==> config.mk <==
export PLATFORM = sky130hd
export DESIGN_NAME = and_seq_ctrl
export DESIGN_NICKNAME = d
export VERILOG_FILES = /design/src/rtl/and_seq_pkg.sv /design/src/rtl/and_seq_pattern.sv /design/src/rtl/and_seq_ctrl.sv
export SDC_FILE = /design/constraint.sdc
export NUM_CORES = 1
export LEC_CHECK = 0
export CAP_MARGIN = 10
export CORE_ASPECT_RATIO = 2
export CORE_MARGIN = 2
export CORE_UTILIZATION = 55
export DETAILED_ROUTE_END_ITERATION = 7
export GPL_ROUTABILITY_DRIVEN = 0
export GPL_TIMING_DRIVEN = 0
export PLACE_DENSITY = 0.79
export SYNTH_ARGS = -nofsm -noshare
export SYNTH_HDL_FRONTEND = slang
export SYNTH_HIERARCHICAL = 1
export SYNTH_SLANG_ARGS = --single-unit
==> constraint.sdc <==
create_clock -name clk -period 3.75 [get_ports clk]
set_clock_uncertainty 0.15 [all_clocks]
set_input_delay 0.375 -clock clk [delete_from_list [all_inputs] [get_ports clk]]
set_output_delay 0.375 -clock clk [all_outputs]
set_load 0.01 [all_outputs]
==> src/rtl/and_seq_pkg.sv <==
// Shared types and helpers for the AND-datapath sequencer.
// Vector count depends only on the pattern mode and the number of AND inputs.
package and_seq_pkg;

    typedef enum logic [1:0] {
        IDLE = 2'd0,
        RUN  = 2'd1,
        TAIL = 2'd2,
        DONE = 2'd3
    } state_e;

    typedef enum logic {
        MODE_THERM = 1'b0,
        MODE_COUNT = 1'b1
    } mode_e;

    function automatic int unsigned num_vectors(input mode_e mode, input int unsigned n_in);
        return (mode == MODE_COUNT) ? (32'd1 << n_in) : (n_in + 32'd1);
    endfunction

endpackage

==> src/rtl/and_seq_pattern.sv <==
// Combinational vector generator: thermometer fill or binary count of the step index.
module and_seq_pattern
    import and_seq_pkg::*;
#(
    parameter int N_IN = 4
) (
    input  mode_e           mode,
    input  logic [N_IN:0]   step,
    output logic [N_IN-1:0] vec
);

    always_comb begin
        vec = '0;
        if (mode == MODE_COUNT) begin
            vec = step[N_IN-1:0];
        end else begin
            // bit i set once step exceeds i, i.e. (1<<step)-1
            for (int i = 0; i < N_IN; i++) begin
                vec[i] = (int'(step) > i);
            end
        end
    end

endmodule

==> src/rtl/and_seq_ctrl.sv <==
// Sequencer driving the big_and inputs through a vector pattern with per-vector dwell,
// a quiet tail, and a saturating count of cycles where the AND output was high.
module and_seq_ctrl
    import and_seq_pkg::*;
#(
    parameter int N_IN    = 4,
    parameter int DWELL_W = 8,
    parameter int TAIL_W  = 8,
    parameter int CNT_W   = 16
) (
    input  logic               clk,
    input  logic               rst,
    input  logic               start,
    input  logic               abort,
    input  logic               mode,
    input  logic [DWELL_W-1:0] dwell,
    input  logic [TAIL_W-1:0]  tail_len,
    input  logic               and_out,
    output logic [N_IN-1:0]    and_in,
    output logic               busy,
    output logic               done,
    output logic [N_IN:0]      step,
    output logic [CNT_W-1:0]   hi_cnt
);

    localparam logic [CNT_W-1:0] HI_MAX = '1;

    state_e             state_q, state_d;
    mode_e              mode_q, mode_d;
    logic [DWELL_W-1:0] dwell_cfg_q, dwell_cfg_d;
    logic [TAIL_W-1:0]  tail_cfg_q, tail_cfg_d;
    logic [DWELL_W-1:0] dwell_cnt_q, dwell_cnt_d;
    logic [TAIL_W-1:0]  tail_cnt_q, tail_cnt_d;
    logic [N_IN:0]      step_q, step_d;
    logic [CNT_W-1:0]   hi_q, hi_d;
    logic [N_IN:0]      last_step;

    assign last_step = (N_IN+1)'(num_vectors(mode_q, N_IN) - 32'd1);

    always_ff @(posedge clk or posedge rst) begin
        if (rst) begin
            state_q     <= IDLE;
            mode_q      <= MODE_THERM;
            dwell_cfg_q <= '0;
            tail_cfg_q  <= '0;
            dwell_cnt_q <= '0;
            tail_cnt_q  <= '0;
            step_q      <= '0;
            hi_q        <= '0;
        end else begin
            state_q     <= state_d;
            mode_q      <= mode_d;
            dwell_cfg_q <= dwell_cfg_d;
            tail_cfg_q  <= tail_cfg_d;
            dwell_cnt_q <= dwell_cnt_d;
            tail_cnt_q  <= tail_cnt_d;
            step_q      <= step_d;
            hi_q        <= hi_d;
        end
    end

    always_comb begin
        state_d     = state_q;
        mode_d      = mode_q;
        dwell_cfg_d = dwell_cfg_q;
        tail_cfg_d  = tail_cfg_q;
        dwell_cnt_d = dwell_cnt_q;
        tail_cnt_d  = tail_cnt_q;
        step_d      = step_q;
        hi_d        = hi_q;

        // the aborting cycle itself still counts; only later cycles are frozen
        if ((state_q == RUN || state_q == TAIL) && and_out && hi_q != HI_MAX) begin
            hi_d = hi_q + 1'b1;
        end

        case (state_q)
            IDLE: begin
                if (start && !abort) begin
                    state_d     = RUN;
                    mode_d      = mode_e'(mode);
                    dwell_cfg_d = dwell;
                    tail_cfg_d  = tail_len;
                    dwell_cnt_d = dwell;
                    step_d      = '0;
                    hi_d        = '0;
                end
            end
            RUN: begin
                if (abort) begin
                    state_d = IDLE;
                    step_d  = '0;
                end else if (dwell_cnt_q == '0) begin
                    if (step_q != last_step) begin
                        step_d      = step_q + 1'b1;
                        dwell_cnt_d = dwell_cfg_q;
                    end else if (tail_cfg_q != '0) begin
                        state_d    = TAIL;
                        tail_cnt_d = tail_cfg_q - 1'b1;
                    end else begin
                        state_d = DONE;
                    end
                end else begin
                    dwell_cnt_d = dwell_cnt_q - 1'b1;
                end
            end
            TAIL: begin
                if (abort) begin
                    state_d = IDLE;
                    step_d  = '0;
                end else if (tail_cnt_q == '0) begin
                    state_d = DONE;
                end else begin
                    tail_cnt_d = tail_cnt_q - 1'b1;
                end
            end
            DONE: begin
                state_d = IDLE;
            end
            default: begin
                state_d = IDLE;
            end
        endcase
    end

    // vector(0) is all-zero in both modes, so step=0 after abort/reset yields and_in=0
    and_seq_pattern #(.N_IN(N_IN)) u_pattern (
        .mode (mode_q),
        .step (step_q),
        .vec  (and_in)
    );

    assign busy   = (state_q == RUN) || (state_q == TAIL);
    assign done   = (state_q == DONE);
    assign step   = step_q;
    assign hi_cnt = hi_q;

endmodule

==> results, run 1 <==
- The register share of total power is 36.5%.
- The portion of the clock cycle consumed by the worst path in the final layout is 94.9%.
- The detail route stage leaves a number of antenna-violating nets equal to 0.
- Once the floorplan was initialized, standard cells occupied 57.3% of the core.
- The count of endpoints failing setup in the final report is 0.
- Counting flops with an async set or reset pin after synthesis yields a share of 100%.
- The measured slew at the worst slew-check pin is 0.954 ns.
- The number of antenna violations at the first check in global routing is 0.
- In this run, the clock network consumes 21.7% of the power.
- The total negative setup slack is 0 ns.
- The total of hold buffers inserted after clock tree synthesis is 0.
- Summed over all layers, the global routing overflow is 0.
- For the worst setup path, the data required time is 3.79 ns.
- STA classifies the critical path startpoint as a flip-flop.
- The worst hold path belongs to the class primary input to asynchronous set/reset pin.
- The combinational fraction of design power is 41.8%.
- The worst-case headroom to the max-slew limit is 35.9%.
- The switching power of the nets is 1.08 mW.
- The number of max-slew violations in the final report is 0.
- The average instance in the mapped netlist occupies 8.75 sq um.
- Dividing the detail-routed wire length by the instance count gives 16.9 microns.
- The number of flops mapped to enable cells by yosys is 0.
- The endpoint of the worst register-to-register path is tail_cnt_q[6].
- In this run the count of I/O pins placed on the die edge is 49.
- The most common cell in the synthesized netlist is nand2_1.
- The leakage power of the design is 1.82 nW.
- The post-synthesis register bit count is 56.
- Setup repair after global routing left no endpoint under its margin.
- The clock period minus worst slack is 3.56 ns.
- The number of placement rows is 40.
- The clock-pin slew on the worst setup and hold paths is 0.07 ns.
- The sum of net half-perimeters after detailed placement is 6.26 mm.
- The deepest level of the CTS H-tree is 2.
- Once the clock tree was built, the resizer swapped 0 gates to a different size.
- The cell-internal power is 1.67 mW.
- The core area is 0.00601 sq mm.
- The share of the Yosys chip area taken by registers is 40.8%.
- The detailed-router iteration count before antenna repair is 4.
- Max-cap violations in this run came to 0.
- In this run switching power makes up 39.3% of total power.
- The worst setup path is of the flip-flop to flip-flop kind.
- In the synthesized netlist, the cells that appear most often are nand2_1 (73), dfrtp_1 (56), nor2_1 (30).
- The floorplan die area is 0.00694 sq mm.
- The clock insertion delay at the later pin of the skew report is 0.30 ns.
- The pin count of the biggest net entering global routing is 39.
- By area the synthesized netlist is led by dfrtp_1 (41%), nand2_1 (8.0%), ha_1 (3.6%).
- The number of distinct library cell variants in the gate-level netlist after synthesis is 63.
- The netlist area before placement is 0.00344 sq mm.
- In this run the register-to-register setup slack is 0.19 ns.
- The layout net count is 481.
- The run finished with clean final reports.
- Counting every net in the synthesized netlist gives 425.
- The synthesized design spends more area on one cell type than any other, namely dfrtp_1.
- The synthesized instance count is 393.
- The overall track demand over capacity in global routing is 27.6%.
- STA classifies the critical path endpoint as a flip-flop.
- The setup slack of the critical path after layout is 0.193 ns.
- Post-CTS timing repair inserted 0 buffers for setup.
- TritonCTS built the clock tree.
- In the synthesized netlist the dominant register cell turns out to be dfrtp_1.
- The first-pass GRT wire length is 14.7 mm.
- In this run the critical register-to-register path is launched from state_q[0].
- The launch point of the critical path is state_q[0].
- The CTS sink count is 56.
- The floorplan die height is 116 microns.
- Data arrives at the worst endpoint at 3.59 ns.
- The clock root buffer master is clkbuf_16.
- The number of port buffers is 48.
- The number of hold-slack violations in the final timing report is 0.
- The peak ir drop on the vdd network is 0.000459 V.
- Derived from the worst setup path, the maximum achievable clock frequency is 281 MHz.
- The CTS buffer count is 5.
- From synthesis to final layout, the design area changed by 22.2%.
- The post-placement setup slack is 0.242 ns.
- The Yosys step of the flow raised 6 warnings.
- The number of inserted diodes is 0.
- The final wirelength is 8.66 mm.
- The number of buffers on the longest clock path is 2.
- The floorplan step set the die width to 59.9 microns.
- The via density per instance is 6.16.
- The via count of the first global-routing pass came to 3173.
- The number of cells on the worst reg-to-reg path is 12.
- The remaining routing DRC violations is 0.
- The largest fanout on the critical path is 10.
- For this design the ratio of total power to cell area is 655 mW/mm^2.
- Cells with a size suffix above 1 make up 6.01% of the layout.
- The routed via count is 3155.
- The DRC violation total after the first TritonRoute iteration is 172.
- Summed over its instances, the top area cell type makes up 40.8% of the synthesized netlist area.
cell usage in the layout (no fill, tap or decap), types with 4 or more instances in the layout:
cell,Yosys,final
nand3_1,15,15
and4_1,5,5
xnor2_1,8,8
nor4_1,5,5
nor3_1,8,8
nor2_1,30,30
o21ai_1,7,7
nor2b_1,4,4
and3_1,8,8
mux2i_1,8,8
ha_1,10,10
clkbuf_1,7,7
o21bai_1,4,4
dfrtp_1,56,56
nand4_1,7,7
nand2_1,73,73
or3_1,8,8
a21oi_1,10,10
o211ai_1,5,5
o2111ai_1,4,4
o21ai_0,17,17
clkbuf_16,0,5
clkdlybuf4s50_1,0,48
xor2_1,13,13
inv_1,14,13
worst max-delay path, stage by stage, from the launching register on:
cell and delay [ns]:
dfrtp_1 0.40, inv_1 0.14, ha_1 0.17, buf_4 0.14
clkbuf_1 0.36, buf_1 0.47, mux2i_1 0.32, ha_1 0.28
inv_1 0.07, a221o_1 0.30, and3_1 0.19, a31o_1 0.18
a221o_1 0.26
cell families after synthesis:
group,Yosys count,share of synthesized area [%]
AND/OR/NAND/NOR,186,27.3
AO/OA/AOI/OAI,82,16.6
flip-flops,56,40.8
buffers and inverters,29,3.71
XOR/XNOR,21,5.35
adder cells (fa/ha/maj),10,3.64
multiplexers,9,2.66
registers in the layout, summed over array words and instances, names as in the netlist:
signal / cells
dwell_cnt_q: 8
tail_cfg_q: 8
state_q: 2
mode_q: 1
step: 5
hi_cnt: 16
tail_cnt_q: 8
dwell_cfg_q: 8
per-layer routing:
layer	vias to the layer above	global-route usage, %	part of all wire, %
met5	-	0	0
met4	0	13.3	3.4
met2	80	48.3	55
met3	22	5.25	3.2
met1	1523	31.0	38
li1	1530	-	-
power by group through the flow:
| stage | clock, mW | sequential, mW | combinational (mW) |
|---|---|---|---|
| floorplan | 0 | 0.956 | 0.850 |
| global placement | 0 | 1.00 | 1.10 |
| CTS | 0.610 | 0.999 | 1.15 |
| global route | 0.637 | 1.03 | 1.29 |
| finish | 0.598 | 1.01 | 1.15 |
| detailed placement | 0 | 1.01 | 1.14 |
per-stage QoR:
stage | hold WS [ns] | instance area [sq um] | power (mW) | cells | utilization [%]
global route | 0.312 | 4200 | 2.95 | 512 | 70.0
global placement | 0.311 | 4000 | 2.10 | 504 | 66.6
detailed placement | 0.312 | 4020 | 2.14 | 505 | 66.9
finish | 0.295 | 4200 | 2.75 | 512 | 70.0
floorplan | 0.295 | 3440 | 1.81 | 393 | -
CTS | 0.293 | 4200 | 2.76 | 512 | 70.0
area by class of cell:
class | count | area, sq um
Timing Repair Buffer | 49 | 500
Multi-Input combinational cell | 308 | 1910
Inverter | 14 | 52.6
Buffer | 15 | 75.1
Sequential cell | 56 | 1400
Fill cell | 504 | 1800
Clock inverter | 2 | 60.1
Tap cell | 63 | 78.8
Clock buffer | 5 | 125
how the worst max path moves through the flow:
stage | slack, ns | to
global placement | 0.30 | tail_cnt_q[6]
finish | 0.19 | tail_cnt_q[6]
floorplan | 0.76 | tail_cnt_q[6]
CTS | 0.21 | tail_cnt_q[6]
detailed placement | 0.24 | tail_cnt_q[6]
global route | 0.01 | tail_cnt_q[6]
Power figures use the tool's default switching activity.
==> run 2: changes to the inputs <==
--- a/config.mk
+++ b/config.mk
@@ -5,7 +5,8 @@
 export SDC_FILE = /design/constraint.sdc
 export NUM_CORES = 1
 export LEC_CHECK = 0
-export CAP_MARGIN = 10
+export ABC_CLOCK_PERIOD_IN_PS = 3750
+export CAP_MARGIN = 20
 export CORE_ASPECT_RATIO = 2
 export CORE_MARGIN = 2
 export CORE_UTILIZATION = 55
@@ -13,6 +14,7 @@
 export GPL_ROUTABILITY_DRIVEN = 0
 export GPL_TIMING_DRIVEN = 0
 export PLACE_DENSITY = 0.79
+export SETUP_SLACK_MARGIN = 0.15
 export SYNTH_ARGS = -nofsm -noshare
 export SYNTH_HDL_FRONTEND = slang
 export SYNTH_HIERARCHICAL = 1
==> run 2 against run 1 <==
Against the previous run:
- combinational power is essentially flat
- register-to-register slack gained 0.15 ns
- die area is the same
- wire length grew 0.21%
- sequential share of layout area is essentially flat
- clock power is essentially flat
- core utilization is essentially flat
- sequential cell count is the same
- via count shrank 0.13%
==> results, run 2 (same netlist as run 1, synthesis figures left out) <==
- The overall power is 2.75 mW (about the same).
- The final wirelength is 8.67 mm (was 8.66 mm).
- The startpoint of the worst register-to-register path was state_q[0] (unchanged).
- The pin count of the biggest net entering global routing came to 39 (unchanged).
- The overall track demand over capacity in global routing is 27.6% (unchanged).
- The maximum operating frequency was 294 MHz (was 281 MHz).
- Commonest cells after routing, fill and taps aside: nand2_1 (73), dfrtp_1 (56), clkdlybuf4s50_1 (48) (unchanged).
- The remaining routing DRC violations is 0 (unchanged).
- The largest fanout on the critical path is 10 (unchanged).
- The number of max-slew violations in the final report came to 0 (unchanged).
- The critical path class was flip-flop to flip-flop (unchanged).
- The critical path's top delay family was buffers and inverters (unchanged).
- The total negative setup slack is 0 ns (unchanged).
- The critical path capture point type is a flip-flop (unchanged).
- The required time of the worst setup path came to 3.79 ns (about the same).
- The clock tree from TritonCTS is built (unchanged).
- The cell with the largest stage delay on the worst path is dfrtp_1 (was buf_1).
- The layout net count came to 481 (unchanged).
- The sort of element at the start of the critical path is a flip-flop (unchanged).
- The synthesis-to-finish area growth is 22.3% (was 22.2%).
- The most common cell after layout, fill and taps aside is nand2_1 (unchanged).
- The first-pass GRT wire length is 14.7 mm (unchanged).
- The leakage power of the design is 1.82 nW (about the same).
- The CTS sink count is 56 (unchanged).
- The clock-pin slew on the worst setup and hold paths is 0.07 ns (about the same).
- The path class of the lowest-slack min-delay path is primary input to asynchronous set/reset pin (unchanged).
- The clock insertion delay at the later pin of the skew report is 0.30 ns (about the same).
- The I/O pin count came to 49 (unchanged).
- The measured slew at the worst slew-check pin is 0.964 ns (was 0.954 ns).
- The floorplan die area came to 0.00694 sq mm (unchanged).
- Run status: complete, no violations (unchanged).
- The core area is 0.00601 sq mm (unchanged).
- The residual antenna-violating net count after detailed routing is 0 (unchanged).
- The power per unit of standard cell area is 655 mW/mm^2 (about the same).
- The fraction of layout instances using a drive strength above 1 is 6.24% (was 6.01%).
- The buffers plus inverters on the worst setup path was 5 (unchanged).
- The arrival time of data at the critical path endpoint was 3.44 ns (was 3.59 ns).
- The portion of the clock cycle consumed by the worst path in the final layout is 90.8% (was 94.9%).
- The launch point of the critical path was state_q[0] (unchanged).
- The routed via count is 3151 (was 3155).
- The DRC violation total after the first TritonRoute iteration is 172 (unchanged).
- The number of flip-flops in the largest register is 16 (unchanged).
- The number of buffers on the longest clock path is 2 (unchanged).
- Cells along the critical path: inv_1, ha_1, buf_4, clkbuf_1, clkbuf_2, mux2i_1, ha_1, inv_1, a221o_1, and3_1, a31o_1, a221o_1 (was inv_1, ha_1, buf_4, clkbuf_1, buf_1, mux2i_1, ha_1, inv_1, a221o_1, and3_1, a31o_1, a221o_1).
- The via count of the first global-routing pass came to 3173 (unchanged).
- The slack of the worst reg-to-reg path is 0.34 ns (was 0.19 ns).
- The count of endpoints failing setup in the final report is 0 (unchanged).
- The x dimension of the die is 59.9 microns (unchanged).
- The number of inserted diodes is 0 (unchanged).
- The deepest level of the CTS H-tree is 2 (unchanged).
- The worst-case headroom to the max-slew limit was 35.3% (was 35.9%).
- The floorplan die height is 116 microns (unchanged).
- Setup repair after global routing missed its margin: no (unchanged).
- The initial standard-cell utilization of the core came to 57.3% (unchanged).
- The via density per instance is 6.15 (was 6.16).
- The total of hold buffers inserted after clock tree synthesis is 0 (unchanged).
- The number of port buffers is 48 (unchanged).
- The CTS buffer count is 5 (unchanged).
- The sum of net half-perimeters after detailed placement is 6.26 mm (unchanged).
- The number of placement rows is 40 (unchanged).
- The detailed-router iteration count before antenna repair is 4 (unchanged).
- The delay of the slowest cell on the worst path is 0.40 ns (was 0.47 ns).
- The clock root buffer master is clkbuf_16 (unchanged).
- The reported max-cap violation count came to 0 (unchanged).
- The clock period minus worst slack was 3.41 ns (was 3.56 ns).
- The number of antenna violations at the first check in global routing was 0 (unchanged).
- The number of hold-slack violations in the final timing report came to 0 (unchanged).
- The total congestion overflow is 0 (unchanged).
- The wire length per cell is 16.9 microns (about the same).
- The peak ir drop on the vdd network was 0.000459 V (about the same).
==> run 2: cell types whose count changed in the layout (fill, tap and decap cells not counted), sizes merged <==
| cell | previous run | this run |
|---|---|---|
| clkbuf | 12 | 13 |
| buf | 9 | 8 |
==> run 2: area by class of cell <==
type                            count  area [sq um]
Multi-Input combinational cell    308          1910
Fill cell                         504          1800
Sequential cell                    56          1400
Timing Repair Buffer               49           500
Clock buffer                        5           125
Tap cell                           63          78.8
Buffer                             15          76.3
Clock inverter                      2          60.1
Inverter                           14          52.6
==> run 2: final timing paths <==
path	to	cells past startpoint
setup reg to reg	tail_cnt_q[6]	12
min in group clk	dwell_cfg_q[4]	2
hold reg to reg	dwell_cfg_q[4]	2
hold / removal	tail_cnt_q[2]	2
setup / recovery	tail_cnt_q[6]	12
max in group asynchronous	step[1]	3
==> run 2: per-layer routing <==
metal	up-vias	wire [microns]	track usage, %
met4	0	215	13.3
met3	18	254	5.25
met5	-	0	0
met2	70	4860	48.3
li1	1531	-	-
met1	1532	3340	31.0
==> run 2: where the power goes <==
part / internal [mW] / total (mW) / leakage (nW) / switching (mW)
Sequential: 0.790 / 1.01 / 0.724 / 0.218
Combinational: 0.504 / 1.15 / 1.01 / 0.645
Clock: 0.379 / 0.597 / 0.0899 / 0.218
Total: 1.67 / 2.75 / 1.82 / 1.08
==> run 2: per-stage QoR <==
| step | util, % | cell area (sq um) | hold WS [ns] | setup WS, ns | instances |
|---|---|---|---|---|---|
| 3_5_place_dp | 66.9 | 4020 | 0.312 | 0.242 | 505 |
| 4_1_cts | 70.0 | 4200 | 0.293 | 0.206 | 512 |
| 6_report | 70.0 | 4200 | 0.295 | 0.343 | 512 |
| 2_1_floorplan | - | 3440 | 0.295 | 0.763 | 393 |
| 3_3_place_gp | 66.6 | 4000 | 0.311 | 0.300 | 504 |
| 5_1_grt | 70.0 | 4200 | 0.312 | 0.188 | 512 |
==> run 2: timing repair <==
action,in CTS,in global routing
endpoints found under the setup margin,0,1
gates resized for setup,0,1
buffers inserted,0,0
==> variant 1: new RTL, flow settings as in run 2 <==
`hi_q` no longer has a reset.
--- a/src/rtl/and_seq_ctrl.sv
+++ b/src/rtl/and_seq_ctrl.sv
@@ -46,7 +46,6 @@
             dwell_cnt_q <= '0;
             tail_cnt_q  <= '0;
             step_q      <= '0;
-            hi_q        <= '0;
         end else begin
             state_q     <= state_d;
             mode_q      <= mode_d;
@@ -55,8 +54,11 @@
             dwell_cnt_q <= dwell_cnt_d;
             tail_cnt_q  <= tail_cnt_d;
             step_q      <= step_d;
-            hi_q        <= hi_d;
         end
+    end
+
+    always_ff @(posedge clk) begin
+        hi_q <= hi_d;
     end
 
     always_comb begin
Check against the original RTL: differs if rst is asserted again (counterexample within 4 cycles, from zero or initial values and one cycle with rst high); with rst held inactive, the same outputs for 10 cycles.
==> variant 1 against run 2 <==
Critical path depth decreased by 2. Routed wire length decreased by 3.0%. Largest cell class unchanged. Worst setup slack improved by 170 ps. Fmax increased by 5.2%. Count of clock-buffer cells in the layout increased by 2. Area after synthesis decreased by 2.1%. Total power increased by 2.1%. Design area decreased by 3.6%. First-iteration DRC count decreased by 0.58%. Via count increased by 1.8%. Synthesized cell count increased by 2.8%. Sequential cell count unchanged.
==> variant 1: results <==
set metrics [dict create \
    status "finished clean" \
    netlist_top_cells_area "dfrtp_1 30%, dfxtp_1 9.5%, nand2_1 8.0%" \
    nNetsFinal 490 \
    r2r.worst_path.cells 10 \
    synth_seq_area_share_pct 39.3 \
    hp-class "in -> reg" \
    ys_types 60 \
    place_hpwl_mm 6.07 \
    wl_mm 8.41 \
    fin_hold_ws_ps 317 \
    grt_pass1_wl_mm 14.2 \
    synthCells 404 \
    via_per_inst 6.14 \
    drive_above_1_share_pct 4.36 \
    dp_cells 514 \
    async_reset_ff_share_pct 71.4 \
    fin_cells 522 \
    ys_warn_count 6 \
    portBuffers 47 \
    fill_cells 494 \
    ir_drop_uv 485 \
    holdPathStages 3 \
    synth_common_cells "72 x nand2_1, 41 x nor2_1, 40 x dfrtp_1" \
    p_leak_nw 1.65 \
    initialDrtViolationCount 171 \
    root_buffer "clkbuf_16" \
    r2r_slack_ps 510 \
    grt_max_degree 41 \
    ys.flop_type "dfrtp_1" \
    cts_buffers 5 \
    cp.arrival_ps 3280 \
    reg2reg_from "state_q[0]" \
    syn-num-nets 436 \
    timing.rr.end "tail_cnt_q[6]" \
    relSlewSlack_pct 42.6 \
    hold_start "abort" \
    grt_pass1_vias 3165 \
    grt_usage_pct 26.9 \
    clk_latency_ps 300 \
    htreeDepth 2 \
    antenna_found_initial 0 \
    core-area_um2 5960 \
]
## variant 1: cell count changes after synthesis, moves of 7 or more
| cell | run 2 | this run |
|---|---|---|
| clkbuf_1 | 7 | 14 |
| dfxtp_1 | 0 | 16 |
| nor2_1 | 30 | 41 |
| dfrtp_1 | 56 | 40 |
## variant 1: worst max path at each step
stage                    end  cells after the start
2_1_floorplan  tail_cnt_q[6]                     10
3_3_place_gp   tail_cnt_q[6]                     10
3_5_place_dp   tail_cnt_q[6]                     10
4_1_cts        tail_cnt_q[6]                     10
5_1_grt        tail_cnt_q[6]                     10
6_report       tail_cnt_q[6]                     10
## variant 1: where the power goes
part / total [W] / switching (W) / internal (W)
Clock: 0.000465 / 0.000218 / 0.000247
Combinational: 0.00131 / 0.000740 / 0.000566
Sequential: 0.00104 / 0.000241 / 0.000801
Total: 0.00281 / 0.00120 / 0.00161
## variant 1: cell families (layout without fill, tap and decap cells)
family	Yosys count	after routing	share of synthesized area [%]
xor+xnor	19	19	4.95
flops	56	56	39.3
buf+inv	28	83	3.38
mux	7	7	2.12
simple gates	196	196	28.8
fa+ha+maj	10	10	3.72
compound gates	88	88	17.7
## variant 1: routing by layer
layer | global-route usage, % | up-vias | routed length, µm
met1 | 30.1 | 1530 | 3270
met5 | 0 | - | 0
met2 | 47.6 | 95 | 4620
li1 | - | 1561 | -
met4 | 14.4 | 0 | 250
met3 | 3.05 | 21 | 275
## variant 1: worst max-delay path, stage by stage, from the launching register on
cell and delay [ps]:
dfrtp_1 440, inv_1 130, ha_1 220, clkbuf_1 330
clkbuf_2 320, mux2i_1 230, ha_1 330, o21ai_1 240
o311ai_0 350, o31ai_1 150, a22o_1 250
## variant 1: through the flow
step	cell area (µm²)	total power (W)	setup WS [ps]	util, %
CTS	4050	0.00280	423	68.0
floorplan	3360	0.00194	966	-
global placement	3910	0.00229	399	65.7
global route	4050	0.00303	274	68.0
finish	4050	0.00281	512	68.0
detailed placement	3910	0.00233	450	65.7
## variant 1: area by class of cell
cell class / count / area, µm² / area share, %
multi-input cells: 320 / 1930 / 47.6
flip-flops and latches: 56 / 1320 / 32.6
repair buffers: 47 / 470 / 11.6
clock buffers: 7 / 133 / 3.27
well taps: 63 / 78.8 / 1.95
plain buffers: 17 / 73.8 / 1.82
inverters: 11 / 41.3 / 1.02
clock inverters: 1 / 3.75 / 0.0926
## variant 1: timing repair
action,4_1_cts,5_1_grt
gates resized for setup,0,2
endpoints found under the setup margin,0,1
buffers inserted,0,0
hold buffers,0,0
==> variant 2: new RTL, flow settings as in run 2 <==
Without the edit above. Change the parameter `CNT_W` from 16 to 24.
--- a/src/rtl/and_seq_ctrl.sv
+++ b/src/rtl/and_seq_ctrl.sv
@@ -6,7 +6,7 @@
     parameter int N_IN    = 4,
     parameter int DWELL_W = 8,
     parameter int TAIL_W  = 8,
-    parameter int CNT_W   = 16
+    parameter int CNT_W   = 24
 ) (
     input  logic               clk,
     input  logic               rst,
Interface: changed (resized hi_cnt); port bits go from 49 to 57. No check against the original RTL was run, so the function may have changed too.
==> variant 2 against run 2 <==
First-iteration DRC count up 73%. Hold slack better by 37 ps. Via count is 15% higher. Largest cell class unchanged. Design area is 14% higher. Synthesized cell count grew 11%. Largest power group is now registers. Area after synthesis is 11% higher. Fmax grew 3.6%. Critical endpoint unchanged. Worst setup slack better by 120 ps. Sequential cell count increased by 8. Routed wire length is 15% higher. Sequential power rose by 8%. Total power increased by 8.0%.
==> variant 2: results <==
set metrics [dict create \
    status "finished clean" \
    htreeDepth 3 \
    grt_pass1_wl_mm 16.5 \
    clk_latency_ps 330 \
    dp_cells 582 \
    drive_above_1_share_pct 7.27 \
    grt_max_degree 34 \
    cp.arrival_ps 3410 \
    hp-class "reg -> reg" \
    initialDrtViolationCount 297 \
    synth_common_cells "80 x nand2_1, 64 x dfrtp_1, 29 x nor2_1" \
    synthCells 437 \
    place_hpwl_mm 7.37 \
    ir_drop_uv 397 \
    relSlewSlack_pct 29.3 \
    async_reset_ff_share_pct 100 \
    portBuffers 56 \
    largest_reg_flops 24 \
    syn-num-nets 469 \
    p_leak_nw 1.96 \
    synth_seq_area_share_pct 42.1 \
    ys_types 57 \
    nNetsFinal 537 \
    clock_path_buffers 2 \
    netlist_top_cells_area "dfrtp_1 42%, nand2_1 7.9%, xnor2_1 4.1%" \
    path_clk_slew_ps 50 \
    detail_route.wl_per_cell_um 16.7 \
    fill_cells 560 \
    fin_cells 597 \
    drtPass1Iterations 5 \
    dpl_cell_area_um2 4500 \
    grt_pass1_vias 3620 \
    p_sw_w 0.00110 \
    via_per_inst 6.08 \
    grt_usage_pct 27.5 \
]
## variant 2: layout make-up
cell class | count | area (µm²) | area share (%)
Tap cell | 88 | 110 | 2.30
Inverter | 14 | 52.6 | 1.10
Clock buffer | 12 | 246 | 5.15
Multi-Input combinational cell | 337 | 2050 | 42.9
Sequential cell | 64 | 1600 | 33.4
Buffer | 22 | 103 | 2.14
Clock inverter | 3 | 42.5 | 0.888
Timing Repair Buffer | 57 | 581 | 12.1
## variant 2: kinds of logic after synthesis
group	share of synthesized area (%)
fa+ha+maj	3.29
simple gates	26.4
flops	42.1
compound gates	17.1
buf+inv	4.01
xor+xnor	4.83
mux	2.27
## variant 2: path summary, 6_finish.rpt
path	from	to	slack (ps)	cells past startpoint
max	state_q[0]	tail_cnt_q[6]	460	10
min	dwell_cfg_q[5]	dwell_cfg_q[5]	330	2
max reg2reg	state_q[0]	tail_cnt_q[6]	460	10
min reg2reg	dwell_cfg_q[5]	dwell_cfg_q[5]	330	2
max in group asynchronous	rst	step[2]	2490	3
min in group asynchronous	rst	hi_cnt[15]	350	2
## variant 2: repair_timing
action,CTS,global route
hold buffers,0,0
endpoints found under the setup margin,0,1
gates resized for setup,0,3
endpoints found under the hold margin,0,0
## variant 2: metrics by stage
step / setup slack [ps] / total power (W)
global placement: 355 / 0.00209
finish: 463 / 0.00297
global route: 279 / 0.00316
CTS: 230 / 0.00298
floorplan: 775 / 0.00182
detailed placement: 245 / 0.00214
## variant 2: critical path, stage by stage (launching register included)
cell and delay, ps:
dfrtp_1 400, inv_1 140, ha_1 240, clkbuf_2 250, clkbuf_2 270, mux2i_1 280
ha_1 270, o21ai_0 280, or4_1 560, o32ai_1 250, a221o_1 140
## variant 2: power groups by stage
stage          clock network [W]  registers [W]  logic [W]
6_report                0.000821        0.00109    0.00107
4_1_cts                 0.000828        0.00108    0.00107
3_5_place_dp                   0        0.00109    0.00106
2_1_floorplan                  0        0.00104   0.000779
3_3_place_gp                   0        0.00108    0.00101
5_1_grt                 0.000863        0.00111    0.00118
## variant 2: per-layer routing
layer  vias to the layer above  part of all wire [%]  global-route usage, %
met1                      1778                    37                   27.8
met4                         0                   3.6                   14.9
met3                        29                   3.4                   4.89
li1                       1723                     -                      -
met2                        98                    56                   52.4
met5                         -                     0                      0
